## src/rtl/timer_sequencer.sv

```systemverilog
// Countdown timer control FSM: key-pulse sequencing, 1 Hz tick prescaler,
// two-step BCD set entry and blink timing. Issues strobes only; holds no time value.
module timer_sequencer #(
    parameter int unsigned TICK_DIV  = 50000000,
    parameter int unsigned BLINK_DIV = 12500000
) (
    input  logic       clk,
    input  logic       reset_n,
    input  logic       start_stop,
    input  logic       set,
    input  logic       clear,
    input  logic [3:0] sw_tens,
    input  logic [3:0] sw_ones,
    input  logic       cnt_zero,
    output logic       ld_sec,
    output logic       ld_min,
    output logic [3:0] ld_tens,
    output logic [3:0] ld_ones,
    output logic       cnt_dec,
    output logic       cnt_clr,
    output logic       blink,
    output logic       done_led,
    output logic [2:0] state
);

    localparam int unsigned TW = $clog2(TICK_DIV);
    localparam int unsigned BW = $clog2(BLINK_DIV);

    typedef enum logic [2:0] {
        IDLE    = 3'd0,
        SET_SEC = 3'd1,
        SET_MIN = 3'd2,
        RUN     = 3'd3,
        PAUSE   = 3'd4,
        DONE    = 3'd5
    } state_t;

    state_t        state_q, state_d;
    logic [TW-1:0] presc_q, presc_d;
    logic [BW-1:0] bcnt_q, bcnt_d;
    logic          flag_q, flag_d;
    logic          ld_sec_d, ld_min_d, cnt_dec_d, cnt_clr_d;
    logic [3:0]    ld_tens_d, ld_ones_d;
    logic [3:0]    tens_clamped, ones_clamped;
    logic          set_eff, ss_eff;

    // Lower-priority pulses are dropped whenever a higher one is present.
    assign set_eff = set & ~clear;
    assign ss_eff  = start_stop & ~set & ~clear;

    assign tens_clamped = (sw_tens > 4'd5) ? 4'd5 : sw_tens;
    assign ones_clamped = (sw_ones > 4'd9) ? 4'd9 : sw_ones;

    assign state = state_q;

    always_comb begin
        state_d   = state_q;
        presc_d   = presc_q;
        ld_sec_d  = 1'b0;
        ld_min_d  = 1'b0;
        cnt_dec_d = 1'b0;
        cnt_clr_d = 1'b0;
        ld_tens_d = ld_tens;
        ld_ones_d = ld_ones;

        if (bcnt_q == BW'(BLINK_DIV - 1)) begin
            bcnt_d = '0;
            flag_d = ~flag_q;
        end else begin
            bcnt_d = bcnt_q + BW'(1);
            flag_d = flag_q;
        end

        if (clear) begin
            cnt_clr_d = 1'b1;
            presc_d   = '0;
            state_d   = IDLE;
        end else begin
            case (state_q)
                IDLE: begin
                    if (set_eff) begin
                        state_d = SET_SEC;
                    end else if (ss_eff && !cnt_zero) begin
                        state_d = RUN;
                        presc_d = '0;
                    end
                end
                SET_SEC: begin
                    if (set_eff) begin
                        ld_sec_d  = 1'b1;
                        ld_tens_d = tens_clamped;
                        ld_ones_d = ones_clamped;
                        state_d   = SET_MIN;
                    end
                end
                SET_MIN: begin
                    if (set_eff) begin
                        ld_min_d  = 1'b1;
                        ld_tens_d = tens_clamped;
                        ld_ones_d = ones_clamped;
                        state_d   = IDLE;
                    end
                end
                RUN: begin
                    // Expiry wins over a pause request and suppresses the tick.
                    if (cnt_zero) begin
                        state_d = DONE;
                    end else if (ss_eff) begin
                        state_d = PAUSE;
                    end else if (presc_q == TW'(TICK_DIV - 1)) begin
                        presc_d   = '0;
                        cnt_dec_d = 1'b1;
                    end else begin
                        presc_d = presc_q + TW'(1);
                    end
                end
                PAUSE: begin
                    if (set_eff) begin
                        state_d = SET_SEC;
                        presc_d = '0;
                    end else if (ss_eff) begin
                        state_d = RUN;
                    end
                end
                DONE: begin
                    if (set_eff || ss_eff) begin
                        state_d = IDLE;
                    end
                end
                default: state_d = IDLE;
            endcase
        end
    end

    always_ff @(posedge clk) begin
        if (!reset_n) begin
            state_q  <= IDLE;
            presc_q  <= '0;
            bcnt_q   <= '0;
            flag_q   <= 1'b0;
            ld_sec   <= 1'b0;
            ld_min   <= 1'b0;
            ld_tens  <= '0;
            ld_ones  <= '0;
            cnt_dec  <= 1'b0;
            cnt_clr  <= 1'b0;
            blink    <= 1'b0;
            done_led <= 1'b0;
        end else begin
            state_q  <= state_d;
            presc_q  <= presc_d;
            bcnt_q   <= bcnt_d;
            flag_q   <= flag_d;
            ld_sec   <= ld_sec_d;
            ld_min   <= ld_min_d;
            ld_tens  <= ld_tens_d;
            ld_ones  <= ld_ones_d;
            cnt_dec  <= cnt_dec_d;
            cnt_clr  <= cnt_clr_d;
            blink    <= ((state_d == SET_SEC) || (state_d == SET_MIN)) && flag_d;
            done_led <= (state_d == DONE) && flag_d;
        end
    end

endmodule

```

## config.mk

```make
export PLATFORM = sky130hd
export DESIGN_NAME = timer_sequencer
export DESIGN_NICKNAME = d
export VERILOG_FILES = /design/src/rtl/timer_sequencer.sv
export SDC_FILE = /design/constraint.sdc
export NUM_CORES = 1
export LEC_CHECK = 0
export ABC_AREA = 0
export BUFFER_PORTS_ARGS = -buffer_cell sky130_fd_sc_hd__clkbuf_2
export CELL_PAD_IN_SITES_DETAIL_PLACEMENT = 1
export CELL_PAD_IN_SITES_GLOBAL_PLACEMENT = 1
export CORE_MARGIN = 4
export CORE_UTILIZATION = 44
export CTS_CLUSTER_DIAMETER = 200
export DETAILED_ROUTE_END_ITERATION = 7
export GPL_TIMING_DRIVEN = 0
export HOLD_SLACK_MARGIN = 0.15
export MAX_ROUTING_LAYER = met4
export PLACE_DENSITY_LB_ADDON = 0.25
export SLEW_MARGIN = 20
export SYNTH_ARGS = -nofsm -noshare
export SYNTH_HDL_FRONTEND = slang
export SYNTH_SLANG_ARGS = --single-unit
export TNS_END_PERCENT = 5
```

## constraint.sdc

```tcl
create_clock -name clk -period 2.4 [get_ports clk]
set_input_delay 0.12 -clock clk [delete_from_list [all_inputs] [get_ports clk]]
set_output_delay 0.12 -clock clk [all_outputs]
set_load 0.02 [all_outputs]
```

# After elaboration in Yosys (flattened, before gate mapping)
# Cells that the tools add are included.
totals:
  reg_bits: 68
  output_inout_bits: 17
op_classes:
  eq_ne: 15
  n_bitwise: 10
  n_reduce_logical: 16
  addsub: 2
  muxes: 24
  order_cmp: 2
op_table:
  columns: ["op", "n"]
  rows:
  - ["26-bit 2-to-1 mux", 6]
  - ["26-bit one-hot mux with 3 select lines", 1]
  - ["3-bit 2-to-1 mux", 10]
  - ["26-bit by 1-bit adder with 26-bit output (second input constant)", 1]
  - ["26-bit == test (second input constant)", 1]
  - ["24-bit by 1-bit adder with 24-bit output (second input constant)", 1]
  - ["24-bit == test (second input constant)", 1]
  - ["3-bit one-hot mux with 6 select lines", 1]
  - ["2-bit inequality test (second input constant)", 5]
  - ["3-bit by 2-bit == test with 1-bit output (second input constant)", 3]
  - ["3-bit == test (second input constant)", 3]
  - ["4-bit 2-to-1 mux", 2]
  - ["1-bit inverter", 7]
  - ["3-bit by 1-bit == test with 1-bit output (second input constant)", 2]
  - ["6-bit AND reduction", 1]
  - ["2-bit OR reduction", 3]
  - ["3-bit OR reduction", 2]
  - ["5-bit OR reduction", 1]
  - ["4-bit by 3-bit > comparator with 1-bit output (second input constant)", 1]
  - ["4-bit > comparator (second input constant)", 1]
  - ["1-bit 2-to-1 mux", 4]
  - ["1-bit AND", 3]
  - ["1-bit logical AND", 3]
  - ["3-bit logical NOT", 1]
  - ["4 further kinds", 5]

# Logic depth before layout (Yosys ltp)
depth:
  depth_word: 11
  ltp_mapped: 8

# Least setup slack after synthesis
# No wires, ideal clock.
synth_timing:
  path_type: "register -> register"
  start: "reg state_q[2] (netlist: state[2])"
  end: "reg presc_q[22]"
  t_required_ns: 2.330
  path_stages_with_launch: 6
  arrival_ns: 2.150
  setup_slack_ns: 0.180
  period_less_slack_ns: 2.220
  cell_sequence: "dfxtp_1 -> or4b_4 -> a2111oi_4 -> o211ai_1 -> or4_1 -> a21oi_1"
synth_between:
  elab_chain_len: 3
synth_lines:
  columns: ["item", "line", "source"]
  rows:
  - ["from (decl)", "38", "state_t state_q, state_d;"]
  - ["from (signal assigned)", "150", "state_q <= state_d;"]
  - ["3-bit by 2-bit == test with 1-bit output (tied with other cells)", "79", "case (state_q)"]
  - ["2-bit inequality test (no source line) / 3-bit nonzero test (equally long branches)", null, null]
  - ["6-bit AND reduction (no source line)", null, null]
  - ["to (signal assigned)", "151", "presc_q <= presc_d;"]
  - ["to (decl)", "39", "logic [TW-1:0] presc_q, presc_d;"]
# Parallel ways exist; a longest one is shown, timed or not.
# A chain may end at the register's enable or synchronous reset.

# Worst setup path in the final report
# Ends and elaborated chain as after synthesis.

==> out/metrics.yaml <==
timing.rr.end: "presc_q[22]"
antenna_cells: 0
netlist_instances: 376
use_met1_pct: 24.01
multi_input_area_sq_um: 1797
yosysMostFrequentCell: "dfxtp_1"
first_pass_iters: 4
hold_depth: 3
reg2reg_depth: 6
async_flop_share_pct: 0
status: "complete, no violations"
core_area_sq_um: 7214
worstPathArrival_ps: 2600
yosysTopAreaCellShare_pct: 41.94
area_delta_synth_final_pct: 18.31
fmax_mhz: 433.6
yosys_warnings: 0
antenna_found_initial: 0
drtIter0Drc: 93
final_area_sq_um: 3840
period_share_pct: 96.09
totalWireLength_um: 8083
fp.dieW_um: 93.89
fin_tns_setup_ps: 0
synth_edf_count: 0
drcViolationCount: 0
die_h_um: 93.89
grt_max_degree: 13
worstSetupEndpointType: "register"
worstSetupStartpointType: "register"
numCtsBuffers: 9
setup_viol: 0
seq_area_frac_synth_pct: 41.94
routedWlPerCell_um: 15.31
gp_congestion: 0.8225
drive_gt1_share_pct: 15.15
clk_transition_reported_paths_ps: 80
fin_cells: 528
hold_viol: 0
synth_nets: 392
io_buffers: 29
grtUsageMet2_pct: 36.19
die_area_sq_um: 8814
placed_area_sq_um: 3515
htreeDepth: 3
cp_max_fo: 6
ant_nets: 0
gr-max-usage-layer: "met2"
rsz0062_at_grt: "true"
placedCellCount: 504
period_needed_ps: 2306
relSlewSlack_pct: 49.86
io_pins: 31
ir_worst_vdd_mv: 0.3214
synthTopCellsByCount: "dfxtp_1, nor2_1, nand2_1"
cts_sinks: 68
synth.distinct_cells: 52
yosysTopAreaCell: "dfxtp_1"
setup.worst_path.class: "register to register"
synthFlopType: "dfxtp_1"
min_from: "reset_n"
final_max_slew_viol_count: 0
fin_nets: 440
cts_tree: "done"
hpwl_um: 5643
skew_ps: 10.44
track_usage_pct: 21.10
gr-usage-met3_pct: 4.407
clk_latency_ps: 350
overflow: 0
seqCellArea_sq_um: 1363
p_leak_uw: 0.001385
whs_endpoint: "bcnt_q[19]"
start_util_pct: 44.99
required_ps: 2690
grt_pass1_vias: 3070
synth.area.top_cells: "dfxtp_1, nor2_1, xnor2_1"
nFillCells: 874
num_vias: 2883
r2r-start: "state[2]"
vias_per_cell: 5.460
power_density_nw_per_um2: 596.8
syn_area_per_cell_sq_um: 8.632
netlist_area_sq_um: 3246
maxCapViolCount: 0
cts_buffer_depth: 2
synth-seq-cells: 68
utilization_pct: 53.23
worstHoldPathType: "input port to register"
rrSetupSlack_ps: 90
worst_pin_slew_ps: 742.4
root_buffer: "clkbuf_8"
grt_pass1_wl_um: 14350
num_rows: 31
[power by group]
| group | total (uW) | leakage [uW] | internal (uW) | switching (uW) |
|---|---|---|---|---|
| Combinational | 113 | 0.000727 | 45.7 | 67.0 |
| Clock | 1040 | 0.000109 | 581 | 457 |
| Sequential | 1140 | 0.000549 | 1140 | 5.74 |
| Total | 2290 | 0.00139 | 1760 | 530 |
[metal layers]
layer  wire length [um]  share of wire [%]
met4                161                2.0
met5                  0                  0
met1               3596                 44
met3                194                2.4
met2               4131                 51
[cell families (layout without fill, tap and decap cells)]
family / Yosys count / count (layout) / share of synthesized area [%]
AND/OR/NAND/NOR: 176 / 176 / 29.22
flip-flops: 68 / 68 / 41.94
multiplexers: 2 / 2 / 0.6168
XOR/XNOR: 38 / 38 / 10.25
adder cells (fa/ha/maj): 2 / 2 / 0.7709
AO/OA/AOI/OAI: 63 / 63 / 13.76
buffers and inverters: 27 / 80 / 3.431
[through the flow]
stage | hold slack, ps | setup slack [ps] | power [uW]
2_1_floorplan | 284.0 | 180.4 | 1231
3_3_place_gp | 407.0 | -237.7 | 1265
3_5_place_dp | 418.9 | -327.9 | 1269
4_1_cts | 161.1 | 30.18 | 2313
5_1_grt | 191.3 | -68.84 | 2385
6_report | 170.6 | 93.72 | 2292
[cell usage in the layout, fill, tap and decap left out, drive strengths merged, types with 4 or more instances in the layout]
cell type and n:
xor2 19, nor2 50, nor2b 10, dfxtp 68
a21oi 19, and3 11, and2 7, xnor2 19
o211ai 5, nand3 14, nand2 21, inv 8
nor3 7, nor3b 5, clkinv 4, o21ai 11
o2111ai 7, buf 7, nand4 7, clkbuf 52
nor4 12, or3 8, dlygate4sd3 6, nand2b 6
[area by class of cell]
class | count | share of cell area, %
Tap cell | 99 | 3.226
Inverter | 8 | 0.7820
Sequential cell | 68 | 35.48
Clock buffer | 9 | 3.226
Buffer | 18 | 2.183
Multi-Input combinational cell | 281 | 46.79
Clock inverter | 7 | 2.379
Timing Repair Buffer | 38 | 5.930
[state kept, by name, summed over array words and instances (netlist names)]
name      flops
bcnt_q       24
blink         1
ld_ones       4
ld_min        1
cnt_dec       1
ld_tens       4
cnt_clr       1
presc_q      26
flag_q        1
ld_sec        1
state         3
done_led      1
[worst max-delay path, stage by stage, from the launching register on]
cell       delay (ps)
dfxtp_2           340
or4b_4            530
a2111oi_4         350
buf_4             210
o211ai_1          150
or4_1             540
a21oi_1           120
[timing repair]
item / 4_1_cts / 5_1_grt
buffers inserted: 1 / 2
resized for setup: 6 / 5
setup endpoints to repair: 44 / 41
hold buffers: 6 / 0
pin swaps: 1 / 4
cloned: 0 / 0
hold endpoints to repair: 9 / 0
[worst max path at each step]
stage,depth (start not counted),to,startpoint,slack [ps]
2_1_floorplan,5,presc_q[22],state[2],180
3_3_place_gp,8,presc_q[18],clear,-240
3_5_place_dp,8,presc_q[4],clear,-330
4_1_cts,6,presc_q[19],state[2],30
5_1_grt,6,presc_q[22],state[2],-70
6_report,6,presc_q[22],state[2],90
Note: power is estimated with default switching activity, not from simulation.
